`config.mk`:
```
export PLATFORM = sky130hd
export DESIGN_NAME = qspi_mm_ctrl
export DESIGN_NICKNAME = d
export VERILOG_FILES = /design/src/rtl/qspi_mm_ctrl.sv
export SDC_FILE = /design/constraint.sdc
export NUM_CORES = 1
export LEC_CHECK = 0
export ABC_AREA = 1
export CAP_MARGIN = 20
export CORE_MARGIN = 4
export CORE_UTILIZATION = 35
export DETAILED_ROUTE_END_ITERATION = 12
export PLACE_DENSITY = 0.53
export SETUP_SLACK_MARGIN = 0.1
export SKIP_CTS_REPAIR_TIMING = 1
export SLEW_MARGIN = 20
export SYNTH_ARGS = -nofsm -noshare
export SYNTH_HDL_FRONTEND = slang
export SYNTH_SLANG_ARGS = --single-unit
```
`constraint.sdc`:
```
create_clock -name clk -period 4.8 [get_ports clk]
set_input_delay 0.48 -clock clk [delete_from_list [all_inputs] [get_ports clk]]
set_output_delay 0.48 -clock clk [all_outputs]
set_load 0.01 [all_outputs]
```
`src/rtl/qspi_mm_ctrl.sv`:
```
// qspi_mm_ctrl
// QSPI (4-bit) slave front end for a small matrix-multiply datapath.
// The host opens a frame with cs_n low and sends a command byte as two
// nibbles sampled on sclk rises:
//   0x01 LOAD : following bytes are written to operand slots 0..7
//   0x02 RUN  : pulse mm_start (unless a compute is already in flight)
//   0x03 READ : two turnaround rises, then 16 result nibbles on sclk falls
//   0x04 STAT : two turnaround rises, then the byte {7'b0, busy}
//   other     : rest of the frame is ignored
// sclk and cs_n are asynchronous and oversampled by clk (f_clk >= 8 f_sclk).
//
// Ports
//   clk, rst               system clock, synchronous active-high reset
//   cs_n, sclk, sio_in     QSPI inputs (asynchronous to clk)
//   sio_out, sio_oe        QSPI data-out nibble and its drive enable
//   wr_en/wr_addr/wr_data  operand write port into the datapath
//   mm_start, mm_done      compute start pulse out / complete pulse in
//   rd_addr, rd_data       result-word select / word (valid 1 clk later)
//   busy                   a compute is in flight
module qspi_mm_ctrl #(
  parameter int SYNC_STAGES = 2
) (
  input  logic        clk,
  input  logic        rst,
  input  logic        cs_n,
  input  logic        sclk,
  input  logic [3:0]  sio_in,
  output logic [3:0]  sio_out,
  output logic        sio_oe,
  output logic        wr_en,
  output logic [2:0]  wr_addr,
  output logic [7:0]  wr_data,
  output logic        mm_start,
  input  logic        mm_done,
  output logic [1:0]  rd_addr,
  input  logic [15:0] rd_data,
  output logic        busy
);

  typedef enum logic [2:0] {
    S_IDLE, S_CMD, S_LOAD, S_RUN, S_TURN, S_READ, S_STAT, S_IGNORE
  } state_t;

  // Stage p0: input synchronizers and edge detection
  logic [SYNC_STAGES-1:0] sclk_sync;
  logic [SYNC_STAGES-1:0] cs_sync;
  logic [SYNC_STAGES-1:0] flush_sr;
  logic sclk_prev, cs_prev, cs_armed;
  logic sclk_s, cs_s, flushed;
  logic sclk_rise, sclk_fall, cs_fall;

  assign sclk_s  = sclk_sync[SYNC_STAGES-1];
  assign cs_s    = cs_sync[SYNC_STAGES-1];
  // flush_sr marks the cycle from which cs_s reflects the real pin rather
  // than the reset value of the synchronizer.
  assign flushed = flush_sr[SYNC_STAGES-1];

  assign sclk_rise = sclk_s & ~sclk_prev;
  assign sclk_fall = ~sclk_s & sclk_prev;
  // A frame only starts from a genuine high->low of cs_n after reset; a
  // cs_n that is already low when reset releases must not open a frame,
  // so falls are accepted only once cs_n has been seen high.
  assign cs_fall   = ~cs_s & cs_prev & cs_armed;

  always_ff @(posedge clk) begin
    if (rst) begin
      sclk_sync <= '0;
      cs_sync   <= '1;
      flush_sr  <= '0;
      sclk_prev <= 1'b0;
      cs_prev   <= 1'b1;
      cs_armed  <= 1'b0;
    end else begin
      sclk_sync <= {sclk_sync[SYNC_STAGES-2:0], sclk};
      cs_sync   <= {cs_sync[SYNC_STAGES-2:0], cs_n};
      flush_sr  <= {flush_sr[SYNC_STAGES-2:0], 1'b1};
      sclk_prev <= sclk_s;
      cs_prev   <= cs_s;
      if (flushed && cs_s) cs_armed <= 1'b1;
    end
  end

  // Stage p1: frame FSM and registered outputs
  state_t      state_q, state_d;
  logic        nib_q, nib_d;
  logic [3:0]  hi_q, hi_d;
  logic [3:0]  wr_cnt_q, wr_cnt_d;
  logic        turn_q, turn_d;
  logic        is_stat_q, is_stat_d;
  logic [4:0]  out_cnt_q, out_cnt_d;
  logic [15:0] shift_q, shift_d;
  logic        adv_q, adv_d;
  logic [3:0]  sio_out_q, sio_out_d;
  logic        sio_oe_q, sio_oe_d;
  logic        wr_en_q, wr_en_d;
  logic [2:0]  wr_addr_q, wr_addr_d;
  logic [7:0]  wr_data_q, wr_data_d;
  logic        mm_start_q, mm_start_d;
  logic [1:0]  rd_addr_q, rd_addr_d;
  logic        busy_q, busy_d;

  logic        byte_done;
  logic [7:0]  byte_val;

  // High nibble arrives first; the byte completes on the second rise.
  assign byte_done = sclk_rise & nib_q;
  assign byte_val  = {hi_q, sio_in};

  always_comb begin
    state_d    = state_q;
    nib_d      = nib_q;
    hi_d       = hi_q;
    wr_cnt_d   = wr_cnt_q;
    turn_d     = turn_q;
    is_stat_d  = is_stat_q;
    out_cnt_d  = out_cnt_q;
    shift_d    = shift_q;
    adv_d      = 1'b0;
    sio_out_d  = sio_out_q;
    sio_oe_d   = sio_oe_q;
    wr_en_d    = 1'b0;
    wr_addr_d  = wr_addr_q;
    wr_data_d  = wr_data_q;
    mm_start_d = 1'b0;
    rd_addr_d  = rd_addr_q;

    // The word after the one just started is selected one clk after its
    // predecessor's first nibble, leaving three falls for rd_data to settle.
    if (adv_q && rd_addr_q != 2'd3) rd_addr_d = rd_addr_q + 2'd1;

    if (cs_s) begin
      state_d   = S_IDLE;
      nib_d     = 1'b0;
      wr_cnt_d  = 4'd0;
      turn_d    = 1'b0;
      out_cnt_d = 5'd0;
      sio_oe_d  = 1'b0;
      sio_out_d = 4'h0;
    end else begin
      if ((state_q == S_CMD || state_q == S_LOAD) && sclk_rise) begin
        if (!nib_q) begin
          hi_d  = sio_in;
          nib_d = 1'b1;
        end else begin
          nib_d = 1'b0;
        end
      end

      case (state_q)
        S_IDLE: begin
          if (cs_fall) begin
            state_d  = S_CMD;
            nib_d    = 1'b0;
            wr_cnt_d = 4'd0;
          end
        end

        S_CMD: begin
          if (byte_done) begin
            case (byte_val)
              8'h01: state_d = S_LOAD;
              8'h02: begin
                state_d = S_RUN;
                if (!busy_q) mm_start_d = 1'b1;
              end
              8'h03, 8'h04: begin
                state_d   = S_TURN;
                turn_d    = 1'b0;
                is_stat_d = (byte_val == 8'h04);
                rd_addr_d = 2'd0;
                sio_oe_d  = 1'b0;
              end
              default: state_d = S_IGNORE;
            endcase
          end
        end

        S_LOAD: begin
          if (byte_done && wr_cnt_q < 4'd8) begin
            wr_cnt_d = wr_cnt_q + 4'd1;
            if (!busy_q) begin
              wr_en_d   = 1'b1;
              wr_addr_d = wr_cnt_q[2:0];
              wr_data_d = byte_val;
            end
          end
        end

        S_TURN: begin
          if (sclk_rise) begin
            if (!turn_q) begin
              turn_d = 1'b1;
            end else begin
              out_cnt_d = 5'd0;
              sio_oe_d  = 1'b1;
              if (is_stat_q) begin
                state_d   = S_STAT;
                shift_d   = {7'b0, busy_q, 8'h00};
                sio_out_d = 4'h0;
              end else begin
                state_d   = S_READ;
                shift_d   = rd_data;
                sio_out_d = rd_data[15:12];
                adv_d     = 1'b1;
              end
            end
          end
        end

        S_READ: begin
          if (sclk_fall && out_cnt_q < 5'd16) begin
            out_cnt_d = out_cnt_q + 5'd1;
            if (out_cnt_q == 5'd15) begin
              sio_oe_d  = 1'b0;
              sio_out_d = 4'h0;
            end else if (out_cnt_q[1:0] == 2'b11) begin
              // First nibble of the next word: capture it whole.
              shift_d   = rd_data;
              sio_out_d = rd_data[15:12];
              adv_d     = 1'b1;
            end else begin
              sio_out_d = shift_q[11:8];
              shift_d   = {shift_q[11:0], 4'h0};
            end
          end
        end

        S_STAT: begin
          if (sclk_fall && out_cnt_q < 5'd2) begin
            out_cnt_d = out_cnt_q + 5'd1;
            if (out_cnt_q == 5'd1) begin
              sio_oe_d  = 1'b0;
              sio_out_d = 4'h0;
            end else begin
              sio_out_d = shift_q[11:8];
              shift_d   = {shift_q[11:0], 4'h0};
            end
          end
        end

        default: ;
      endcase
    end

    // A start on the same clk as a done wins: the new compute is in flight.
    if (mm_start_d)   busy_d = 1'b1;
    else if (mm_done) busy_d = 1'b0;
    else              busy_d = busy_q;
  end

  always_ff @(posedge clk) begin
    if (rst) begin
      state_q    <= S_IDLE;
      nib_q      <= 1'b0;
      hi_q       <= 4'h0;
      wr_cnt_q   <= 4'd0;
      turn_q     <= 1'b0;
      is_stat_q  <= 1'b0;
      out_cnt_q  <= 5'd0;
      shift_q    <= 16'h0;
      adv_q      <= 1'b0;
      sio_out_q  <= 4'h0;
      sio_oe_q   <= 1'b0;
      wr_en_q    <= 1'b0;
      wr_addr_q  <= 3'd0;
      wr_data_q  <= 8'h00;
      mm_start_q <= 1'b0;
      rd_addr_q  <= 2'd0;
      busy_q     <= 1'b0;
    end else begin
      state_q    <= state_d;
      nib_q      <= nib_d;
      hi_q       <= hi_d;
      wr_cnt_q   <= wr_cnt_d;
      turn_q     <= turn_d;
      is_stat_q  <= is_stat_d;
      out_cnt_q  <= out_cnt_d;
      shift_q    <= shift_d;
      adv_q      <= adv_d;
      sio_out_q  <= sio_out_d;
      sio_oe_q   <= sio_oe_d;
      wr_en_q    <= wr_en_d;
      wr_addr_q  <= wr_addr_d;
      wr_data_q  <= wr_data_d;
      mm_start_q <= mm_start_d;
      rd_addr_q  <= rd_addr_d;
      busy_q     <= busy_d;
    end
  end

  assign sio_out  = sio_out_q;
  assign sio_oe   = sio_oe_q;
  assign wr_en    = wr_en_q;
  assign wr_addr  = wr_addr_q;
  assign wr_data  = wr_data_q;
  assign mm_start = mm_start_q;
  assign rd_addr  = rd_addr_q;
  assign busy     = busy_q;

endmodule

```
==> flow_metrics.env <==
export IMPL_status="complete, no violations"
export IMPL_yosysWarnings=0
export IMPL_syn_to_final_growth_pct=23.54
export IMPL_synth_area_leader_cell="dfxtp_1"
export IMPL_dp_cells=661
export IMPL_reg2reg_slack_ns=2.29
export IMPL_rows=35
export IMPL_cts_tree="yes"
export IMPL_crit_path_start_kind="input pin"
export IMPL_max_stage_delay_ns=0.82
export IMPL_max_slew_margin_pct=41.16
export IMPL_ir_drop_mv=0.1181
export IMPL_synth_top_area_share_pct=37.25
export IMPL_grt_pass1_vias=3013
export IMPL_syn_area_mm2=0.003332
export IMPL_dr_total_vias=3210
export IMPL_critical_path_most_common_cell="nor2_1"
export IMPL_avgRoutedWirePerCell_um=12.32
export IMPL_seq_area_frac_synth_pct=37.25
export IMPL_finalSetupTns_ns=0
export IMPL_total_power_mw=1.206
export IMPL_avgSynthCellArea_um2=6.598
export IMPL_period_minus_slack_ns=2.526
export IMPL_ys_ff_latch=62
export IMPL_final_cells=677
export IMPL_finalHoldViolCount=0
export IMPL_cp_top_family="buffers and inverters"
export IMPL_drt_iter0_drc=123
export IMPL_setup_viol=0
export IMPL_grt_busiest_layer="met2"
export IMPL_syn_inst=505
export IMPL_worstPathMaxFanout=23
export IMPL_ant_nets=0
export IMPL_rsz0062_at_grt="false"
export IMPL_maxSlewViolCount=0
export IMPL_met3_usage_pct=3.858
export IMPL_antenna_found_initial=0
export IMPL_hp_class="reg -> reg"
export IMPL_synth_area_top_cells="dfxtp_1 (37%), nand2_1 (12%), nor2_1 (9.0%), a21oi_1 (6.5%), inv_1 (5.6%)"
export IMPL_firstDrtPassIters=4
export IMPL_fin_nets=573
export IMPL_timing_rr_end="shift_q[9]"
export IMPL_preCtsSetupSlack_ns=1.862
export IMPL_grt_overflow_total=0
export IMPL_grt_pass1_wl_um=14310
export IMPL_p_leak_nw=1.591
export IMPL_vias_per_cell=4.742
export IMPL_worstReg2RegStart="out_cnt_q[0]"
export IMPL_clk_insertion_delay_late_ns=0.35
export IMPL_crit_buf_inv=2
export IMPL_synth_cell_type_count=30
export IMPL_hp_start="cs_sync[0]"
export IMPL_clockBufferDepth=2
export IMPL_end_kind="flip-flop"
export IMPL_clk_pin_slew_ns=0.07
export IMPL_whs_endpoint="cs_sync[1]"
export IMPL_clock_sinks=62
export IMPL_root_buffer="clkbuf_8"
export IMPL_final_util_pct=44.55
export IMPL_drcViolationCount=0
export IMPL_die_area_mm2=0.01115
export IMPL_drive_gt1_share_pct=8.577
export IMPL_tightestPinTransition_ns=0.8817
export IMPL_grt_total_usage_pct=15.61
export IMPL_cap_viol_max_count=0
export IMPL_gr_usage_met1_pct=21.09
export IMPL_cp_arrival_ns=2.80
export IMPL_synthesis_nets=535
export IMPL_dp_hpwl_um=5941
export IMPL_fp_dieH_um=105.6
export IMPL_crit_type="in -> reg"
export IMPL_worstRegToRegCells=11
export IMPL_die_w_um=105.6
export IMPL_holdPathStages=1
export IMPL_min_period_over_period_pct=52.62
export IMPL_gp_congestion=0.8369
export IMPL_fin_skew_ns=0.01179
export IMPL_start_util_pct=36.06
export IMPL_power_density_mw_per_mm2=292.9
export IMPL_slowest_stage="clkdlybuf4s50_1"
export IMPL_ios=46
export IMPL_fmax_mhz=396.0
export IMPL_use_met2_pct=24.73
export IMPL_core_area_mm2=0.009240
export IMPL_htreeDepth=3
export IMPL_layout_setup_ws_ns=2.274
export IMPL_crit_required_ns=5.07
export IMPL_num_antenna_cells=0
export IMPL_cp_cell_sequence="clkdlybuf4s50_1, nor2_1, clkinv_1, nor2_1, o21ai_0, a21oi_1"
export IMPL_cts_buffers=9
export IMPL_grt_max_degree=32
export IMPL_portBuffers=45
export IMPL_wl_um=8341
registers in the layout, summed over array words and instances, names as in the netlist, 3 cells and up:
register	flops
shift_q	12
wr_data	8
out_cnt_q	5
hi_q	4
sio_out	4
wr_cnt_q	4
state_q	3
wr_addr	3
layout by cell type (no fill, tap or decap), drive strengths merged, types with 5 or more instances in the layout:
cell type,n
nand2,121
clkbuf,9
a21oi,44
o21ai,37
clkinv,5
nand3b,6
dfxtp,62
nand3,36
ha,5
nor2,84
inv,58
nand4,15
clkdlybuf4s50,45
synthesized netlist by cell type:
| cell | instances |
|---|---|
| o21ai_1 | 1 |
| buf_4 | 1 |
| o21bai_1 | 2 |
| o211ai_1 | 4 |
| ha_1 | 5 |
| nor2_4 | 1 |
| inv_2 | 8 |
| nor3_4 | 1 |
| nor2_1 | 80 |
| inv_1 | 50 |
| nand3_2 | 2 |
| xor2_1 | 3 |
| or2_2 | 2 |
| nand2_1 | 109 |
| a21oi_4 | 1 |
| o21ai_0 | 36 |
| buf_2 | 6 |
| o31ai_1 | 1 |
| nand3b_1 | 6 |
| clkinv_1 | 2 |
| buf_6 | 3 |
| nand2_2 | 9 |
| nor2_2 | 3 |
| nor3_1 | 3 |
| dfxtp_1 | 62 |
| nand3_1 | 34 |
| clkbuf_1 | 9 |
| nand4_1 | 15 |
| a21oi_1 | 43 |
| nand2_4 | 3 |
cell families after synthesis:
family	share of synthesized area [%]
and+or+nand+nor	36.09
AOI/OAI and AO/OA	14.08
buffers and inverters	9.914
DFF	37.25
adders and majority gates	1.878
xor gates and xnor gates	0.7887
routing by layer:
| layer | wire length (um) | vias up |
|---|---|---|
| li1 | - | 1707 |
| met1 | 4156 | 1436 |
| met2 | 3740 | 59 |
| met3 | 360 | 8 |
| met4 | 84 | 0 |
| met5 | 0 | - |
cell type report:
class	count	area (um2)
tap	129	161.4
sequential	62	1241
multi-input combinational	364	1760
timing repair buffer	46	457.9
clock inverter	7	146.4
clock buffer	9	123.9
fill	1003	5124
inverter	60	225.2
worst reg2reg max path, stage by stage, from the launching register on:
cell and delay [ns]:
dfxtp_1 0.36, ha_1 0.21, buf_4 0.22, inv_1 0.11
nor3_1 0.05, ha_1 0.21, nand2_1 0.07, o21ai_0 0.10
nor2_2 0.71, nand3_1 0.19, nand2_1 0.11, nor2_1 0.06
worst max-delay path by stage:
stage | startpoint | to | slack (ns) | cells after the start
4_1_cts | rst | wr_cnt_q[0] | 2.22 | 6
6_report | rst | wr_cnt_q[0] | 2.27 | 6
2_1_floorplan | out_cnt_q[0] | shift_q[0] | 2.92 | 11
3_3_place_gp | rst | wr_cnt_q[0] | 1.94 | 6
3_5_place_dp | rst | wr_cnt_q[0] | 1.86 | 6
5_1_grt | rst | wr_cnt_q[0] | 1.96 | 6
metrics by stage:
step / cell area, um2 / hold WS, ns
2_1_floorplan: 3332 / 0.3883
6_report: 4116 / 0.4112
3_3_place_gp: 3846 / 0.3921
4_1_cts: 4116 / 0.4106
5_1_grt: 4116 / 0.4272
3_5_place_dp: 3846 / 0.3937
where the power goes:
part | switching, mW | total (mW) | internal (mW)
Combinational | 0.0303 | 0.0586 | 0.0282
Clock | 0.228 | 0.628 | 0.400
Sequential | 0.00188 | 0.519 | 0.517
Total | 0.260 | 1.21 | 0.946
Note: power is estimated with default switching activity, not from simulation.
